File: src/rtl/se_arbiter_pkg.sv
// Shared definitions for the search-engine arbiter: FSM encoding and bus widths.
package se_arbiter_pkg;

  localparam int MAC_W       = 48;
  localparam int HASH_W      = 10;
  localparam int RES_W       = 16;
  localparam int TIMEOUT_DEF = 255;

  typedef enum logic [1:0] {
    ST_IDLE = 2'd0,
    ST_BUSY = 2'd1,
    ST_GAP  = 2'd2
  } state_t;

endpackage

File: src/rtl/rr_pick.sv
// Round-robin pick: one-hot winner among req, searching from (last + 1) mod NREQ.
module rr_pick #(
  parameter int NREQ = 4,
  parameter int LW   = (NREQ > 1) ? $clog2(NREQ) : 1
) (
  input  logic [NREQ-1:0] req,
  input  logic [LW-1:0]   last,
  output logic [NREQ-1:0] win
);

  // Walk the ring starting one past the last winner; the first request found wins.
  always_comb begin : pick
    logic [LW-1:0] idx;
    logic          found;
    win   = '0;
    found = 1'b0;
    idx   = '0;
    for (int off = 1; off <= NREQ; off++) begin
      idx = LW'((int'(last) + off) % NREQ);
      if (!found && req[idx]) begin
        win[idx] = 1'b1;
        found    = 1'b1;
      end
    end
  end

endmodule

File: src/rtl/se_arbiter.sv
// Shares one search engine among NREQ requesters: round-robin grant held for as
// long as the winner keeps its request up, a one-cycle gap after release, an
// engine-response watchdog, and lookup/timeout statistics.
module se_arbiter
  import se_arbiter_pkg::*;
#(
  parameter int NREQ    = 4,
  parameter int TIMEOUT = TIMEOUT_DEF
) (
  input  logic                   clk,
  input  logic                   rst,
  input  logic [NREQ-1:0]        req_i,
  input  logic [NREQ*MAC_W-1:0]  mac_i,
  input  logic [NREQ*HASH_W-1:0] hash_i,
  input  logic [NREQ-1:0]        source_i,
  output logic [NREQ-1:0]        ack_o,
  output logic [NREQ-1:0]        nak_o,
  output logic [RES_W-1:0]       result_o,
  output logic                   se_req,
  output logic                   se_source,
  output logic [MAC_W-1:0]       se_mac,
  output logic [HASH_W-1:0]      se_hash,
  input  logic                   se_ack,
  input  logic                   se_nak,
  input  logic [RES_W-1:0]       se_result,
  output logic [NREQ-1:0]        gnt_o,
  output logic [15:0]            lookup_cnt,
  output logic [7:0]             timeout_cnt
);

  localparam int LW = (NREQ > 1) ? $clog2(NREQ) : 1;
  // Silent BUSY cycles are counted from zero, so the watchdog fires on the
  // TIMEOUT-th consecutive silent cycle.
  localparam logic [7:0] TO_LAST = 8'(TIMEOUT - 1);

  state_t            state, state_nx;
  logic [NREQ-1:0]   gnt_nx, pick;
  logic [LW-1:0]     last_q, last_nx;
  logic [7:0]        wd_q, wd_nx;
  logic              busy, evt, to_hit;
  logic [MAC_W-1:0]  mac_arr  [NREQ];
  logic [HASH_W-1:0] hash_arr [NREQ];

  function automatic logic [LW-1:0] oh_idx(input logic [NREQ-1:0] oh);
    oh_idx = '0;
    for (int i = 0; i < NREQ; i++) begin
      if (oh[i]) oh_idx = LW'(i);
    end
  endfunction

  for (genvar k = 0; k < NREQ; k++) begin : g_split
    assign mac_arr[k]  = mac_i[k*MAC_W +: MAC_W];
    assign hash_arr[k] = hash_i[k*HASH_W +: HASH_W];
  end

  rr_pick #(.NREQ(NREQ), .LW(LW)) u_pick (
    .req  (req_i),
    .last (last_q),
    .win  (pick)
  );

  assign busy     = (state == ST_BUSY);
  assign evt      = busy && (se_ack || se_nak);
  assign to_hit   = busy && !(se_ack || se_nak) && (wd_q == TO_LAST);
  assign result_o = se_result;

  // State, grant, last-winner, watchdog and statistics registers.
  // NOTE: sequential state uses <= so every flop samples pre-edge values.
  always_ff @(posedge clk or posedge rst) begin
    if (rst) begin
      state       <= ST_IDLE;
      gnt_o       <= '0;
      last_q      <= LW'(NREQ - 1);
      wd_q        <= '0;
      lookup_cnt  <= '0;
      timeout_cnt <= '0;
    end else begin
      state  <= state_nx;
      gnt_o  <= gnt_nx;
      last_q <= last_nx;
      wd_q   <= wd_nx;
      if (evt && lookup_cnt != 16'hFFFF) lookup_cnt <= lookup_cnt + 16'd1;
      if (to_hit && timeout_cnt != 8'hFF) timeout_cnt <= timeout_cnt + 8'd1;
    end
  end

  // Next state: arbitrate in IDLE, hold while the winner's request stays up, one GAP cycle.
  // NOTE: every variable gets a default first so no path infers a latch.
  always_comb begin
    state_nx = state;
    gnt_nx   = gnt_o;
    last_nx  = last_q;
    wd_nx    = wd_q;
    unique case (state)
      ST_IDLE: begin
        if (|req_i) begin
          state_nx = ST_BUSY;
          gnt_nx   = pick;
          last_nx  = oh_idx(pick);
          wd_nx    = '0;
        end
      end
      ST_BUSY: begin
        if (evt || to_hit) wd_nx = '0;
        else               wd_nx = wd_q + 8'd1;
        if (!req_i[last_q]) begin
          state_nx = ST_GAP;
          gnt_nx   = '0;
        end
      end
      ST_GAP:  state_nx = ST_IDLE;
      default: state_nx = ST_IDLE;
    endcase
  end

  // Engine-side mux and requester-side response steering; quiet outside BUSY.
  always_comb begin
    se_req    = 1'b0;
    se_source = 1'b0;
    se_mac    = '0;
    se_hash   = '0;
    ack_o     = '0;
    nak_o     = '0;
    if (busy) begin
      se_req        = req_i[last_q];
      se_source     = source_i[last_q];
      se_mac        = mac_arr[last_q];
      se_hash       = hash_arr[last_q];
      ack_o[last_q] = se_ack;
      nak_o[last_q] = se_nak || to_hit;
    end
  end

endmodule

File: config.mk
export PLATFORM = sky130hd
export DESIGN_NAME = se_arbiter
export DESIGN_NICKNAME = d
export VERILOG_FILES = /design/src/rtl/se_arbiter_pkg.sv /design/src/rtl/rr_pick.sv /design/src/rtl/se_arbiter.sv
export SDC_FILE = /design/constraint.sdc
export NUM_CORES = 1
export LEC_CHECK = 0
export BUFFER_PORTS_ARGS = -buffer_cell sky130_fd_sc_hd__buf_4
export CORE_AREA = 2 2 146 148
export DETAILED_ROUTE_END_ITERATION = 12
export DIE_AREA = 0 0 148 150
export PLACE_DENSITY = 0.49
export SYNTH_ARGS = -nofsm -noshare
export SYNTH_HDL_FRONTEND = slang
export SYNTH_SLANG_ARGS = --single-unit
File: constraint.sdc
create_clock -name clk -period 8.3 [get_ports clk]
set_clock_uncertainty 0.05 [all_clocks]
set_input_delay 1.66 -clock clk [delete_from_list [all_inputs] [get_ports clk]]
set_output_delay 1.66 -clock clk [all_outputs]
set_load 0.01 [all_outputs]
Word-level counts from Yosys, hierarchy flattened
Index checks and enable logic that the tools add are counted.

Add/subtract/negate cells: 7. Order comparisons: 11. Eq/ne operators: 6. Mux-type cells: 53. Bitwise operators: 6. Reduce and logical (&&, ||, !) cells: 27.

Operator list (number): 48-bit two-way mux (3); 48-bit binary-select mux with 2-bit select (1); 4-bit two-way mux (8); 10-bit two-way mux (3); 10-bit binary-select mux with 2-bit select (1); 1-bit two-way mux (17); 16-bit by 1-bit adder with 16-bit output (second input constant) (1); 8-bit by 1-bit adder with 8-bit output (second input constant) (2); 8-bit two-way mux (2); 16-bit != test (second input constant) (1); 8-bit one-hot mux with 2 select lines (1); 2-bit by 3-bit less-than comparator with 1-bit output (second input constant) (5); 1-bit logical AND (13); 1-bit binary-select mux with 2-bit select (6); 4-bit OR (3); 1-bit demux with 2-bit select (5); 2-bit by 1-bit >= comparator with 1-bit output (second input constant) (5); 4-bit bitwise AND (2); 8-bit equality test (second input constant) (1); 2-bit two-way mux (4); 8-bit != test (second input constant) (1); 4-bit one-hot mux with 2 select lines (1); 2-bit AND reduction (3); 2-bit by 1-bit adder with 2-bit output (second input constant) (2); other kinds (12) (19).

Bits in registers: 40. Input bits: 260. Output and inout bits: 112.

Logic depth before layout (Yosys ltp)
Gate-level depths: netlist of the first run.

Depth after elaboration: 16. Mapped depth: 9.

By module
Synthesis of the first run repeated with hierarchy kept, for this count alone.

Cells, all modules: 396. Area total of the unflattened synthesis: 4314.1 um^2.

Modules (own cells, without submodules): se_arbiter (instances 1, cells each 358, area an instance 3956.3 um^2, sequential area each 1003.5 um^2); rr_pick (instances 1, cells each 38, area an instance 357.8 um^2, sequential area each 0.0 um^2).

Worst setup path after synthesis of the first run
No wires, ideal clock.

Path kind: input-to-output. From: input port se_nak. To: output port nak_o[0]. Arrival time: 2.682 ns. Data required time: 6.590 ns. Path slack: 3.908 ns. Cell stages on the path: 5. Path through: or2_2 nor4_1 nor2_1 nor2_1 and2_1.

Word-level cells in the longest chain between the ends: 7.

Ends and longest elaborated chain: from (decl) (RTL line se_arbiter.sv:24) `input logic se_nak,`; 1-bit logical OR (RTL line se_arbiter.sv:64) `assign to_hit = busy && !(se_ack || se_nak) && (wd_q == TO_LAST);`; 1-bit zero test (RTL line se_arbiter.sv:64); 1-bit logical AND (2 in a row) (RTL line se_arbiter.sv:64); 1-bit logical OR (*) (RTL line se_arbiter.sv:130) `nak_o[last_q] = se_nak || to_hit;`; 4-bit bitwise AND (no line) (*); 4-bit two-way mux (*) (RTL line se_arbiter.sv:124) `if (busy) begin`; to (decl) (RTL line se_arbiter.sv:17) `output logic [NREQ-1:0] nak_o,`.

Mark *: on every way between the ends. The rest lies on a longest branch, timed or not.

Worst setup path in the final report of the first run
From: input port se_nak. To: output port nak_o[3].

The elaborated chain is that of the path after synthesis.

==> results of run 1 <==
-- metrics by stage --
| step | power [W] | cells | utilization (%) |
|---|---|---|---|
| finish | 0.00190 | 968 | 33.9 |
| global route | 0.00205 | 967 | 33.9 |
| CTS | 0.00195 | 966 | 33.9 |
| detailed placement | 0.00176 | 959 | 33.2 |
| global placement | 0.00174 | 959 | 33.2 |
| floorplan | 0.00116 | 380 | - |
-- registers in the layout, indices dropped and copies added (netlist names) --
signal / count
gnt_o: 4
last_q: 2
lookup_cnt: 16
state: 2
timeout_cnt: 8
wd_q: 8
-- final timing paths --
check,start,endpoint,slack [ns]
worst max-delay path,se_nak,nak_o[3],3.55
worst min-delay path,wd_q[7],wd_q[7],0.43
worst max register to register,last_q[1],last_q[1],5.06
worst min register to register,wd_q[7],wd_q[7],0.43
max in group asynchronous,rst,last_q[1],6.37
min in group asynchronous,rst,lookup_cnt[5],1.47
-- layout by cell type, fill, tap and decap left out, drive strengths merged, types with 4 or more instances in the layout --
master,count
buf,342
and2,67
mux4,63
dfrtp,38
nand2,27
o21ai,14
nand3,12
nor2,12
xor2,12
ha,12
xnor2,10
nor3,8
inv,7
nor2b,7
and3,6
o31ai,6
clkbuf,6
nand4,5
nor4,4
a21oi,4
-- routing by layer --
| metal | wire [um] | vias up | part of all wire [%] |
|---|---|---|---|
| met1 | 6990 | 2170 | 38 |
| met4 | 298 | 2 | 1.6 |
| met5 | 9 | - | 0.049 |
| li1 | - | 2035 | - |
| met2 | 9570 | 187 | 52 |
| met3 | 1630 | 24 | 8.8 |
-- layout make-up --
| class | count | area [um2] |
|---|---|---|
| Fill cell | 2153 | 13700 |
| Clock buffer | 6 | 129 |
| Multi-Input combinational cell | 295 | 2930 |
| Antenna cell | 2 | 5.00 |
| Timing Repair Buffer | 342 | 2570 |
| Sequential cell | 40 | 1010 |
| Clock inverter | 1 | 5.00 |
| Inverter | 7 | 26.3 |
| Tap cell | 275 | 344 |
-- where the power goes --
group / internal, W / switching (W) / total, W
logic: 0.000759 / 0.000582 / 0.00134
clock network: 0.000109 / 0.0000692 / 0.000178
registers: 0.000240 / 0.000145 / 0.000385
total: 0.00111 / 0.000797 / 0.00190
-- cell families after synthesis --
kind of cell	count (synthesis)	share of synthesized area, %
AOI/OAI and AO/OA	35	5.43
DFF	40	24.1
xor gates and xnor gates	22	4.62
buffers and inverters	45	5.85
muxes	64	34.3
and+or+nand+nor	162	22.1
adders and majority gates	12	3.60
==> reports/qor.csv, run 1 <==
metric,value,unit
avgSynthCellArea,11.0,um2
ctsLongestPathBuffers,2,
routed_wl,18.5,mm
die_w,148,um
portBuffers,339,
dp_slack,3.54,ns
worstSetupStartpointType,input pin,
powerDensity,271,nW/um2
synth-main-ff-cell,dfrtp_1,
fin_nets,963,
dpl-instance-area,6880,um2
io_pins,372,
drtIter0Drc,141,
worstPathCellList,buf_4 > or2_2 > nor4_1 > nor2_1 > nor2_1 > and2_1 > buf_4,
reg2reg_depth,7,
dp_hpwl,15.5,mm
p_leak,3.36,nW
via_count,4418,
cts.sinks,40,
areaGrowthSynthToFinish,68.3,%
hp-class,reg -> reg,
die_y,150,um
syn-instance-count,380,
finalSetupTns,0,ns
slowest_stage,nor4_1,
drtAntennaViolNets,0,
arrival,3.04,ns
gp_congestion,0.849,
max_slew_margin,37.2,%
cts_hold_buf,0,
antenna_found_initial,3,
drc,0,
synth_cell_types,42,
ys_seq_area_share,24.1,%
rsz0062_at_grt,false,
path_class,in -> out,
yosys.area.top_type,mux4_2,
end_kind,output port,
grt_pass1_vias,4573,
clk_latency,0.27,ns
synthTopCellsByArea,"mux4_2, dfrtp_1, and2_1, ha_1, buf_4",
routed_via_density,4.56,
worst_slack,3.55,ns
ys_ff_latch,40,
use_met3,5.88,%
synth_fp_nets,652,
num_rows,53,
postCtsSetupRepairBufs,0,
setup_viol,0,
dr.pass1.iters,4,
critical_path_buf_inv_count,2,
fin_hold_ws,0.434,ns
grt_pass1_wl,27.0,mm
start_util,20.1,%
clk_pin_slew,0.05,ns
use_met2,27.0,%
crit_required,6.59,ns
critPathTopFamily,simple AND/OR/NAND/NOR gates,
gr-usage-all-layers,15.7,%
htreeDepth,2,
hold_viol_final,0,
cts_buffers,5,
core,20700,um2
slew_violations,0,
final_layout_size_suffix_gt1_share,60.8,%
grt_max_degree,68,
wire_per_inst,19.1,um
timing.max_cap.violations,0,
synthArstFlopShare,100,%
postLayoutCellArea,7020,um2
fmax,210,MHz
critical_path_cell_count,7,
cts_tree,done,
max_stage_delay,0.43,ns
synthesis.area,4170,um2
grt-ovfl-total,0,
status,finished clean,
period_needed,4.75,ns
holdPathStages,1,
critPathMaxFanout,4,
die_area,22200,um2
yosys_warnings,0,
yosysMostFrequentCell,and2_1,
cts.repair.resized,0,
busiest_layer,met2,
tightest_slew,0.938,ns
min_period_over_period,57.3,%
grtUsageMet1,19.0,%
worst_ir_drop_vdd,0.000134,V
yosys-top-cells-count,"and2_1, mux4_2, dfrtp_1, nand2_1, buf_4",
cts-root-buf,clkbuf_16,
synth-edff-count,0,
synth_top_area_share,34.0,%
Power figures use the tool's default switching activity.
==> inputs of run 2 (changes only) <==
--- a/config.mk
+++ b/config.mk
@@ -9,7 +9,7 @@
 export CORE_AREA = 2 2 146 148
 export DETAILED_ROUTE_END_ITERATION = 12
 export DIE_AREA = 0 0 148 150
-export PLACE_DENSITY = 0.49
+export PLACE_DENSITY = 0.5
 export SYNTH_ARGS = -nofsm -noshare
 export SYNTH_HDL_FRONTEND = slang
 export SYNTH_SLANG_ARGS = --single-unit
==> constraint.sdc (replaced) <==
create_clock -name clk -period 3.9 [get_ports clk]
set_clock_uncertainty 0.05 [all_clocks]
set_input_delay 0.78 -clock clk [delete_from_list [all_inputs] [get_ports clk]]
set_output_delay 0.78 -clock clk [all_outputs]
set_load 0.01 [all_outputs]
==> run 2 against run 1 <==
Compared with the run above: critical path depth decreased by 3; sequential power increased by 78%; clock power increased to 3.3 times the previous value; combinational power increased by 130%; total power increased by 130%; core utilization increased by 0.62 points; cell area increased by 1.8%; cell count increased by 0.52%; non-clock buffer count increased by 5; register-to-register slack got worse by 4.1 ns; largest cell class unchanged.
==> reports/qor.csv, run 2 (synthesis gave the netlist of run 1 again) <==
metric,value,unit,change
status,finished clean,,
via_count,4335,,-1.9%
arrival,2.42,ns,-0.62 ns
layout_commonest_cell,buf_4,,
num_rows,53,,unchanged
gr-usage-all-layers,15.6,%,-0.13 points
fin_util,34.5,%,+0.62 points
path_class,reg -> out,,
postCtsSetupRepairBufs,0,,unchanged
rsz0062_at_grt,false,,
reg_top3,"lookup_cnt: 16 flops, timeout_cnt: 8 flops, wd_q: 8 flops",,
portBuffers,339,,unchanged
cts_tree,done,,
cts_hold_buf,0,,unchanged
critPathMaxFanout,37,,+33
hp-class,reg -> reg,,
wire_per_inst,19.1,um,+0.14%
timing.max_cap.violations,0,,unchanged
dp_cells,964,,+0.52%
gp_congestion,0.849,,about the same
core,20700,um2,unchanged
final_cells,973,,+0.52%
cts_buffers,5,,unchanged
grt-ovfl-total,0,,unchanged
finalSetupTns,0,ns,unchanged
cts.sinks,40,,unchanged
setup_viol,0,,unchanged
end_kind,output port,,
dp_hpwl,15.8,mm,+1.5%
grt_max_degree,43,,-37%
worst_ir_drop_vdd,0.000227,V,+70%
start_util,20.1,%,unchanged
period_needed,3.25,ns,
drtAntennaViolNets,0,,unchanged
max_stage_delay,0.84,ns,+0.41 ns
max_slew_margin,33.8,%,-3.4 points
hold_viol_final,0,,unchanged
min_period_over_period,83.4,%,
clk_latency,0.28,ns,about the same
fmax,307,MHz,
fin_nets,968,,+0.52%
final_layout_size_suffix_gt1_share,61.3,%,+0.48 points
die_area,22200,um2,unchanged
areaGrowthSynthToFinish,71.4,%,
layout_common_cells,"buf_4, and2_1, mux4_2",,
powerDensity,603,nW/um2,+120%
drc,0,,unchanged
grt_pass1_vias,4350,,-4.9%
clk_pin_slew,0.06,ns,about the same
grt_pass1_wl,26.3,mm,-2.6%
htreeDepth,2,,unchanged
p_leak,3.42,nW,+2.0%
worstSetupStartpointType,flip-flop,,
routed_wl,18.6,mm,+0.65%
largest_register,lookup_cnt,,
crit_required,3.07,ns,-3.52 ns
worstPathCellList,buf_12 > mux4_2 > and2_1 > buf_4,,
nFillCells,2203,,+2.3%
tightest_slew,0.989,ns,+0.0514 ns
ctsLongestPathBuffers,2,,unchanged
io_pins,372,,unchanged
dr.pass1.iters,4,,unchanged
cts.repair.resized,0,,unchanged
largest_reg_flops,16,,unchanged
die_w,148,um,unchanged
cts-root-buf,clkbuf_16,,
die_y,150,um,unchanged
slew_violations,0,,unchanged
drtIter0Drc,164,,+16%
slowest_stage,dfstp_4,,
routed_via_density,4.46,,-2.4%
antenna_found_initial,1,,-2
-- run 2: power breakdown --
group | switching, W | internal [W]
Clock | 0.000164 | 0.000431
Sequential | 0.000178 | 0.000507
Combinational | 0.00137 | 0.00166
Total | 0.00171 | 0.00260
-- run 2: metal layers --
layer | part of all wire, % | up-vias | GRT usage, % | routed length (um)
met5 | 0 | - | 0 | 0
met4 | 1.2 | 0 | 3.14 | 231
met3 | 8.8 | 12 | 4.73 | 1650
met2 | 53 | 185 | 27.6 | 9830
met1 | 37 | 2091 | 18.8 | 6920
li1 | - | 2047 | - | -
-- run 2: critical path: cells and delay by family (launching register included) --
kind,cells,cell delay [ns]
flops,1,0.84
mux,1,0.60
buf+inv,2,0.46
simple gates,1,0.19
-- run 2: worst paths after layout --
kind | from | to | depth (start not counted) | slack, ns
worst max-delay path | last_q[0] | se_mac[34] | 4 | 0.65
worst min-delay path | gnt_o[1] | gnt_o[1] | 2 | 0.43
worst max register to register | last_q[0] | last_q[0] | 6 | 1.00
worst min register to register | gnt_o[1] | gnt_o[1] | 2 | 0.43
max in group asynchronous | rst | last_q[0] | 3 | 2.85
min in group asynchronous | rst | timeout_cnt[4] | 3 | 0.59
-- run 2: layout make-up --
class | count | area (um2) | area share [%]
antenna | 1 | 2.50 | 0.0350
multi-input combinational | 295 | 2930 | 41.0
sequential | 40 | 1010 | 14.2
clock buffer | 5 | 125 | 1.75
inverter | 7 | 26.3 | 0.368
clock inverter | 3 | 90.1 | 1.26
tap | 275 | 344 | 4.82
timing repair buffer | 347 | 2620 | 36.6
-- run 2: stage by stage --
| step | cell area (um2) | total power [W] | hold WS, ns | setup slack (ns) |
|---|---|---|---|---|
| finish | 7140 | 0.00431 | 0.430 | 0.646 |
| global route | 7140 | 0.00461 | 0.465 | 0.527 |
| CTS | 7140 | 0.00439 | 0.438 | 0.607 |
| detailed placement | 6930 | 0.00378 | 0.423 | 0.795 |
| global placement | 6930 | 0.00378 | 0.426 | 0.852 |
| floorplan | 4170 | 0.00247 | 0.394 | 0.994 |
==> inputs of run 3 (changes only) <==
--- a/config.mk
+++ b/config.mk
@@ -6,10 +6,10 @@
 export NUM_CORES = 1
 export LEC_CHECK = 0
 export BUFFER_PORTS_ARGS = -buffer_cell sky130_fd_sc_hd__buf_4
-export CORE_AREA = 2 2 146 148
+export CORE_AREA = 2 2 142 144
 export DETAILED_ROUTE_END_ITERATION = 12
-export DIE_AREA = 0 0 148 150
-export PLACE_DENSITY = 0.5
+export DIE_AREA = 0 0 144 146
+export PLACE_DENSITY = 0.51
 export SYNTH_ARGS = -nofsm -noshare
 export SYNTH_HDL_FRONTEND = slang
 export SYNTH_SLANG_ARGS = --single-unit
==> constraint.sdc (replaced) <==
create_clock -name clk -period 3 [get_ports clk]
set_clock_uncertainty 0.05 [all_clocks]
set_input_delay 0.6 -clock clk [delete_from_list [all_inputs] [get_ports clk]]
set_output_delay 0.6 -clock clk [all_outputs]
set_load 0.01 [all_outputs]
==> run 3 against run 2 <==
Compared with the run above: clock power rose by 2%; sequential power rose by 12%; via count rose by 2.1%; first-iteration DRC count fell by 7.9%; combinational power rose by 34%; largest power group unchanged.
==> reports/qor.csv, run 3 (synthesis gave the netlist of run 1 again) <==
metric,value,unit,change
clk_pin_slew,0.06,ns,about the same
die_y,146,um,-2.7%
die_w,144,um,-2.7%
cts_tree,done,,
critPathMaxFanout,39,,+5.4%
dr.pass1.iters,4,,unchanged
start_util,21.6,%,+1.4 points
cts_buffers,5,,unchanged
cts.repair.resized,0,,unchanged
cts-root-buf,clkbuf_16,,
dp_hpwl,15.9,mm,+0.84%
gr-usage-all-layers,16.9,%,+1.3 points
powerDensity,764,nW/um2,+27%
gp_congestion,0.984,,+16%
fin_util,36.8,%,+2.3 points
fmax,360,MHz,
antenna_found_initial,3,,+2
status,finished clean,,
hold_viol_final,0,,unchanged
largest_register,lookup_cnt,,
final_layout_size_suffix_gt1_share,61.3,%,about the same
drtAntennaViolNets,0,,unchanged
layout_common_cells,"buf_4, and2_1, mux4_2",,
max_slew_margin,52.9,%,+19 points
period_needed,2.78,ns,
drc,0,,unchanged
clk_latency,0.28,ns,about the same
grt-ovfl-total,0,,unchanged
routed_via_density,4.59,,+2.9%
reg2reg_from,last_q[0],,
r2r_slack,0.44,ns,-0.56 ns
grt_pass1_wl,27.4,mm,+4.2%
core,19300,um2,-6.5%
hp-class,in -> async,,
grt_pass1_vias,4536,,+4.3%
worstPathCellList,buf_12 > mux4_2 > and2_1 > buf_4,,
timing.max_cap.violations,0,,unchanged
cts_hold_buf,0,,unchanged
tightest_slew,0.702,ns,-0.288 ns
routed_wl,18.6,mm,-0.30%
htreeDepth,2,,unchanged
critPathTopFamily,flip-flops,,
io_pins,372,,unchanged
num_rows,51,,-3.8%
drtIter0Drc,151,,-7.9%
ctsLongestPathBuffers,2,,unchanged
largest_reg_flops,16,,unchanged
wire_per_inst,19.2,um,+0.53%
min_period_over_period,92.6,%,
worstSetupStartpoint,last_q[0],,
via_count,4426,,+2.1%
end_kind,output port,,
setup_viol,0,,unchanged
slowest_stage,dfstp_4,,
critical_path_buf_inv_count,2,,unchanged
cts.sinks,40,,unchanged
crit_required,2.35,ns,-0.72 ns
arrival,2.13,ns,-0.29 ns
finalSetupTns,0,ns,unchanged
rsz0062_at_grt,false,,
areaGrowthSynthToFinish,70.7,%,
worstSetupStartpointType,flip-flop,,
max_stage_delay,0.64,ns,-0.20 ns
path_class,reg -> out,,
worst_ir_drop_vdd,0.000423,V,+86%
grt_max_degree,67,,+56%
fin_nets,969,,+0.10%
p_leak,3.41,nW,-0.30%
reg_top3,"lookup_cnt: 16 flops, timeout_cnt: 8 flops, wd_q: 8 flops",,
portBuffers,339,,unchanged
reg2reg_depth,6,,unchanged
postCtsSetupRepairBufs,0,,unchanged
die_area,21000,um2,-5.3%
critical_path_cell_count,4,,unchanged
p_total,0.00544,W,+26%
slew_violations,0,,unchanged
layout_commonest_cell,buf_4,,
-- run 3: changes by cell type in the layout (fill, tap and decap cells not counted) --
cell / before / now
dfstp_2: 0 / 1
diode_2: 1 / 2
bufinv_16: 3 / 1
dfstp_4: 2 / 1
clkinv_2: 0 / 1
buf_4: 346 / 345
buf_12: 1 / 3
clkinvlp_4: 0 / 1
-- run 3: through the flow --
step / hold slack (ns) / setup slack, ns / area [um2] / cells
5_1_grt: 0.264 / 0.136 / 7120 / 965
3_3_place_gp: 0.414 / 0.465 / 6940 / 955
3_5_place_dp: 0.421 / 0.403 / 6940 / 955
4_1_cts: 0.252 / 0.193 / 7110 / 963
2_1_floorplan: 0.394 / 0.0945 / 4170 / 380
6_report: 0.242 / 0.223 / 7120 / 965
-- run 3: layout make-up --
cell class / count / area [um2]
antenna: 2 / 5.00
clock buffer: 5 / 125
clock inverter: 3 / 42.5
fill: 1961 / 12200
inverter: 7 / 26.3
multi-input combinational: 295 / 2930
sequential: 40 / 1010
tap: 265 / 332
timing repair buffer: 348 / 2650
-- run 3: per-layer routing --
metal	track usage (%)	part of all wire (%)
met1	19.7	36
met2	30.4	54
met3	4.97	8.4
met4	3.87	1.4
met5	0	0.038
-- run 3: power breakdown --
part           switching (W)  internal [W]
clock               0.000217      0.000391
sequential          0.000120      0.000651
combinational        0.00188       0.00218
total                0.00221       0.00322
-- run 3: worst register-to-register path, cell delays in order (launching register included) --
cell,delay [ns]
dfstp_4,0.64
buf_4,0.26
mux4_2,0.65
nor3b_1,0.39
o2bb2ai_1,0.19
o211ai_1,0.11
a31oi_1,0.19
-- run 3: worst paths after layout --
path,to
worst max-delay path,se_hash[9]
worst min-delay path,timeout_cnt[6]
worst max register to register,last_q[0]
worst min register to register,wd_q[6]
max in group asynchronous,last_q[1]
min in group clk,wd_q[6]
